$ cat src/rtl/rs232_tx_arbiter_pkg.sv
// rs232_tx_arbiter_pkg
// Shared definitions for the RS232 transmitter arbiter: FSM state encoding,
// bit positions inside timeout_err, and the timeout counter width helper.
// No ports (package).
package rs232_tx_arbiter_pkg;

  typedef enum logic [1:0] {
    ST_IDLE      = 2'b00,
    ST_SEND      = 2'b01,
    ST_WAIT_ACC  = 2'b10,
    ST_WAIT_DONE = 2'b11
  } state_t;

  localparam int ERR_ACCEPT = 0;
  localparam int ERR_HOLD   = 1;

  // One counter serves both timeouts, so it is sized for the larger one.
  function automatic int cnt_width(input int a, input int b);
    int m;
    m = (a > b) ? a : b;
    return (m > 2) ? $clog2(m) : 1;
  endfunction

endpackage

$ cat src/rtl/rs232_tx_arbiter_rr_pick.sv
// rr_pick
// Combinational round-robin priority encoder. Scans the request vector
// starting one position above ptr, wrapping at N-1, and reports the first
// set bit.
// Ports:
//   req    in  N   request vector
//   ptr    in  IW  index of the most recently served requester
//   onehot out N   one-hot winner (0 when nothing requested)
//   idx    out IW  winner index (0 when nothing requested)
//   any    out 1   at least one request present
module rr_pick #(
  parameter int N  = 4,
  parameter int IW = (N > 1) ? $clog2(N) : 1
) (
  input  logic [N-1:0]  req,
  input  logic [IW-1:0] ptr,
  output logic [N-1:0]  onehot,
  output logic [IW-1:0] idx,
  output logic          any
);

  logic [IW-1:0] cand;

  always_comb begin
    onehot = '0;
    idx    = '0;
    any    = 1'b0;
    cand   = '0;
    for (int k = 1; k <= N; k++) begin
      cand = IW'((int'(ptr) + k) % N);
      if (!any && req[cand]) begin
        any          = 1'b1;
        idx          = cand;
        onehot[cand] = 1'b1;
      end
    end
  end

endmodule

$ cat src/rtl/rs232_tx_arbiter.sv
// rs232_tx_arbiter
// Shares one RS232 byte transmitter among NUM_REQ byte-stream requesters.
// The grant is held for a whole packet (closed by req_last) so packets never
// interleave on the line. Watchdogs revoke the grant when the transmitter
// never accepts a load or the owner stalls mid-packet.
// Ports:
//   clock, reset          clock, asynchronous active-high reset
//   req_valid/req_last    per-requester byte available / final byte of packet
//   req_data              flattened bytes, requester i on [8i+7:8i]
//   req_ready             one-cycle pulse: byte taken from requester i
//   tx_data/tx_start      byte and one-cycle load pulse to the transmitter
//   tx_busy               transmitter is shifting a frame
//   grant                 one-hot owner, 0 when idle
//   timeout_err           pulse: [0] accept timeout, [1] hold timeout
//
// state        | meaning
// ST_IDLE      | no owner; arbitrate among valid requesters
// ST_SEND      | owner held; load its next byte once transmitter is free
// ST_WAIT_ACC  | byte loaded; wait for tx_busy to rise (accept watchdog)
// ST_WAIT_DONE | frame shifting; wait for tx_busy to fall
module rs232_tx_arbiter
  import rs232_tx_arbiter_pkg::*;
#(
  parameter int NUM_REQ        = 4,
  parameter int ACCEPT_TIMEOUT = 16,
  parameter int HOLD_TIMEOUT   = 1_000_000
) (
  input  logic                 clock,
  input  logic                 reset,
  input  logic [NUM_REQ-1:0]   req_valid,
  input  logic [NUM_REQ*8-1:0] req_data,
  input  logic [NUM_REQ-1:0]   req_last,
  output logic [NUM_REQ-1:0]   req_ready,
  output logic [7:0]           tx_data,
  output logic                 tx_start,
  input  logic                 tx_busy,
  output logic [NUM_REQ-1:0]   grant,
  output logic [1:0]           timeout_err
);

  localparam int IW = (NUM_REQ > 1) ? $clog2(NUM_REQ) : 1;
  localparam int CW = cnt_width(ACCEPT_TIMEOUT, HOLD_TIMEOUT);
  localparam logic [CW-1:0] ACC_LAST  = CW'(ACCEPT_TIMEOUT - 1);
  localparam logic [CW-1:0] HOLD_LAST = CW'(HOLD_TIMEOUT - 1);
  localparam logic [IW-1:0] PTR_RST   = IW'(NUM_REQ - 1);

  state_t             state;
  logic [IW-1:0]      ptr;
  logic [IW-1:0]      gidx;
  logic [CW-1:0]      cnt;
  logic               last_q;

  logic [NUM_REQ-1:0] pick_onehot;
  logic [IW-1:0]      pick_idx;
  logic               pick_any;

  logic [7:0]         sel_data;
  logic               sel_valid;
  logic               sel_last;

  rr_pick #(.N(NUM_REQ), .IW(IW)) u_pick (
    .req    (req_valid),
    .ptr    (ptr),
    .onehot (pick_onehot),
    .idx    (pick_idx),
    .any    (pick_any)
  );

  always_comb begin
    sel_data = '0;
    for (int i = 0; i < NUM_REQ; i++)
      if (gidx == IW'(i)) sel_data = req_data[8*i +: 8];
  end

  assign sel_valid = req_valid[gidx];
  assign sel_last  = req_last[gidx];

  always_ff @(posedge clock or posedge reset) begin
    if (reset) begin
      state       <= ST_IDLE;
      ptr         <= PTR_RST;
      gidx        <= '0;
      cnt         <= '0;
      last_q      <= 1'b0;
      grant       <= '0;
      req_ready   <= '0;
      tx_start    <= 1'b0;
      tx_data     <= '0;
      timeout_err <= '0;
    end else begin
      req_ready   <= '0;
      tx_start    <= 1'b0;
      timeout_err <= '0;
      case (state)
        ST_IDLE: begin
          if (pick_any) begin
            grant <= pick_onehot;
            gidx  <= pick_idx;
            ptr   <= pick_idx;
            cnt   <= '0;
            state <= ST_SEND;
          end
        end
        ST_SEND: begin
          // A frame started by someone else freezes both loading and the
          // hold watchdog until the line is free again.
          if (!tx_busy) begin
            if (sel_valid) begin
              tx_data         <= sel_data;
              tx_start        <= 1'b1;
              req_ready[gidx] <= 1'b1;
              last_q          <= sel_last;
              cnt             <= '0;
              state           <= ST_WAIT_ACC;
            end else if (cnt == HOLD_LAST) begin
              timeout_err[ERR_HOLD] <= 1'b1;
              grant                 <= '0;
              cnt                   <= '0;
              state                 <= ST_IDLE;
            end else if (cnt != '1) begin
              cnt <= cnt + 1'b1;
            end
          end
        end
        ST_WAIT_ACC: begin
          if (tx_busy) begin
            cnt   <= '0;
            state <= ST_WAIT_DONE;
          end else if (cnt == ACC_LAST) begin
            // The byte was already handed off via req_ready; it is dropped.
            timeout_err[ERR_ACCEPT] <= 1'b1;
            grant                   <= '0;
            cnt                     <= '0;
            state                   <= ST_IDLE;
          end else if (cnt != '1) begin
            cnt <= cnt + 1'b1;
          end
        end
        ST_WAIT_DONE: begin
          if (!tx_busy) begin
            cnt <= '0;
            if (last_q) begin
              grant <= '0;
              state <= ST_IDLE;
            end else begin
              state <= ST_SEND;
            end
          end
        end
        default: state <= ST_IDLE;
      endcase
    end
  end

endmodule
$ cat config.mk
export PLATFORM = sky130hd
export DESIGN_NAME = rs232_tx_arbiter
export DESIGN_NICKNAME = d
export VERILOG_FILES = /design/src/rtl/rs232_tx_arbiter_pkg.sv /design/src/rtl/rs232_tx_arbiter_rr_pick.sv /design/src/rtl/rs232_tx_arbiter.sv
export SDC_FILE = /design/constraint.sdc
export NUM_CORES = 1
export LEC_CHECK = 0
export CORE_ASPECT_RATIO = 1.5
export CORE_MARGIN = 2
export CORE_UTILIZATION = 52
export CTS_CLUSTER_DIAMETER = 200
export DETAILED_ROUTE_END_ITERATION = 10
export PLACE_DENSITY = 0.81
export SETUP_SLACK_MARGIN = 0.5
export SLEW_MARGIN = 40
export SYNTH_ARGS = -nofsm -noshare
export SYNTH_HDL_FRONTEND = slang
export SYNTH_SLANG_ARGS = --single-unit
$ cat constraint.sdc
create_clock -name clock -period 4.2 [get_ports clock]
set_input_delay 0.84 -clock clock [delete_from_list [all_inputs] [get_ports clock]]
set_output_delay 0.84 -clock clock [all_outputs]
set_load 0.1 [all_outputs]
==> flow_summary.ini <==
[outcome]
outcome = complete, no violations

[cells_and_area]
nets = 405
final_common_cell = dfrtp_1
n_antenna_cell = 0
drive_gt1_frac = 0.189
final_cell_mix = dfrtp_1, clkdlybuf4s50_1, buf_2
areaGrowthSynthToFinish_pct = 20.9

[grt]
overflow = 0
grt_util_met3 = 0.0369
grt_pass1_wl_mm = 11.7
use_met1 = 0.276
grt_util_met2 = 0.411
busiest_layer = met2
grt_pass1_vias = 2460
antenna_found_initial = 0
grt_usage = 0.232
grt_max_degree = 47

[detailed_routing]
drt_iter0_drc = 148
routed_wl_mm = 6.91
via_count = 2524
antenna_left = 0
via_per_inst = 6.00
drc = 0
detail_route.first_pass.iterations = 4
wl_per_cell_um = 16.4

[sta]
tns_ps = 0
fin_crit_sh = 0.830
setup_viol = 0
fin_worst_skew_ps = 4.41
hold_viol = 0
slew_violations = 0
rsz0062_at_grt = no
worst_hold_slack_ps = 499
relSlewSlack = 0.488
max_freq_mhz = 287
min_period_ps = 3490
worst_pin_slew_ps = 761

[synthesis]
ys.flop_type = dfrtp_1
synth-edff-count = 0
syn_nets = 348
synth_cell_types = 56
synth_compound_area_frac = 0.185
synth-xor-area-share = 0.00573
synth_top_area_frac = 0.360
synth_cells = 291
ys_seq_elements = 46
synth_async_sr_flop_share = 1.00
yosysSeqAreaShare = 0.377
synth_mux_area_frac = 0.165
synthesis.area_sq_um = 3060
synth_top_area_cell = dfrtp_1
avgSynthCellArea_sq_um = 10.5
synth_top_family_by_area = compound AO/OA/AOI/OAI gates
synth_warnings = 0
yosys.area_share.simple = 0.161
synth_area_leaders = dfrtp_1, mux4_2, ha_1
synthAdderAreaFrac = 0.0573

[setup_path]
cp_max_fo = 17
criticalPathCategory = reg -> reg
worstPathRequired_ps = 4390
critPathCaptureType = register
arrival_ps = 3680
crit_chain = inv_1 -> ha_1 -> mux4_2 -> or4_4 -> o21a_2 -> nand4_2 -> mux2_1
crit_path_top_delay_cell = dfstp_4
critPathMaxStageDelay_ps = 730
timing.critical_path.from_type = register

[place]
gp_congestion = 0.916
port-buffer-count = 61
dp_hpwl_mm = 5.25

[floorplan]
num_rows = 34
die-area_sq_um = 6530
die_w_um = 66.6
fp.coreArea_sq_um = 5740
io_pins = 62
initial_core_util = 0.533
die_h_um = 97.9

[clock_network]
cts_sinks = 46
cts_root_buf = clkbuf_8
path_clk_slew_ps = 90
cts_buffers = 5
clk_latency_ps = 300
postCtsSetupBuffers = 0
htreeDepth = 2
cts_tree = yes
clock_path_buffers = 2

[power]
intPower_mw = 1.24
p_clk_frac = 0.114
switching_share = 0.503
p_leak_nw = 1.57
power_per_cell_area_nw_per_um2 = 674
peakVddDrop_uv = 481
power.switching_mw = 1.25
seqPwrFrac = 0.277
combPwrFrac = 0.609

[worst_hold_path]
min_path_type = reg -> reg

[run]
drv_cap = 0
==> state kept, by name, indices dropped and copies added (netlist names), 2 cells and up <==
| signal | cells |
|---|---|
| gidx | 2 |
| ptr | 2 |
| state | 2 |
| cnt | 20 |
| req_ready | 4 |
| grant | 4 |
| timeout_err | 2 |
| tx_data | 8 |
==> worst paths after layout <==
check                      startpoint          to  slack (ps)  cells after the start
setup / recovery               ptr[0]    grant[2]         710                      7
hold / removal               grant[0]    grant[0]         500                      1
setup reg to reg               ptr[0]    grant[2]         710                      7
hold reg to reg              grant[0]    grant[0]         500                      1
max in group asynchronous       reset    grant[0]        2880                      2
min in group asynchronous       reset  tx_data[0]         940                      2
==> critical path: cells and delay by family (launching register included) <==
| kind | cells | cell delay, ps |
|---|---|---|
| compound gates | 1 | 330 |
| fa+ha+maj | 1 | 430 |
| buf+inv | 1 | 120 |
| flops | 1 | 730 |
| mux | 2 | 1010 |
| simple gates | 2 | 750 |
==> kinds of logic (layout without fill, tap and decap cells) <==
logic type                 after synthesis  after routing
muxes                                   31             31
adders and majority gates               14             14
AOI/OAI and AO/OA                       77             77
xor gates and xnor gates                 2              2
DFF                                     46             46
buffers and inverters                   30             88
and+or+nand+nor                         91             91
==> cell usage after synthesis, drive strengths merged (2+ instances only) <==
library cell / n
mux4: 14
nor2b: 5
a21oi: 10
mux2: 16
a2bb2oi: 3
nor3b: 4
nor2: 17
or3: 2
inv: 16
nor3: 12
and3: 4
ha: 14
a221o: 2
nand3: 5
a211oi: 2
or4: 3
o31ai: 3
or2: 3
o21a: 5
nand2: 15
clkbuf: 6
buf: 8
o21ai: 19
and2: 2
a221oi: 4
xnor2: 2
nand2b: 2
nor4: 7
nand4: 8
and4: 2
dfstp: 2
dfrtp: 44
a31o: 2
a22o: 14
a41oi: 2
==> per-stage QoR <==
| step | total power, mW | cell area (sq um) | setup slack, ps | utilization | cells |
|---|---|---|---|---|---|
| global placement | 2.24 | 3690 | 574 | 0.643 | 413 |
| CTS | 2.50 | 3690 | 511 | 0.643 | 421 |
| detailed placement | 2.22 | 3600 | 512 | 0.627 | 413 |
| global route | 2.65 | 3700 | 559 | 0.644 | 421 |
| finish | 2.49 | 3700 | 715 | 0.644 | 421 |
| floorplan | 1.95 | 3060 | 1040 | - | 291 |
==> power by group through the flow <==
| stage | logic (mW) | clock network, mW | registers, mW |
|---|---|---|---|
| finish | 1.52 | 0.284 | 0.690 |
| global route | 1.63 | 0.304 | 0.713 |
| CTS | 1.52 | 0.287 | 0.691 |
| detailed placement | 1.52 | 0 | 0.699 |
| global placement | 1.55 | 0 | 0.693 |
| floorplan | 0.914 | 0 | 1.04 |
==> layer usage <==
| layer | vias to the layer above | part of all wire |
|---|---|---|
| met2 | 57 | 0.55 |
| met1 | 1217 | 0.39 |
| met3 | 17 | 0.027 |
| met5 | - | 0 |
| met4 | 0 | 0.027 |
| li1 | 1233 | - |
==> repair_timing <==
action / in CTS / in global routing
hold buffers: 0 / 0
setup endpoints to repair: 0 / 4
gates resized for setup: 0 / 2
==> layout make-up <==
cell class	count	area (sq um)
fill	475	2040
inverter	16	62.6
timing repair buffer	64	538
multi-input combinational	215	1760
clock inverter	3	25.0
tap	72	90.1
sequential	46	1160
clock buffer	5	68.8
(Power assumes the default switching activity.)
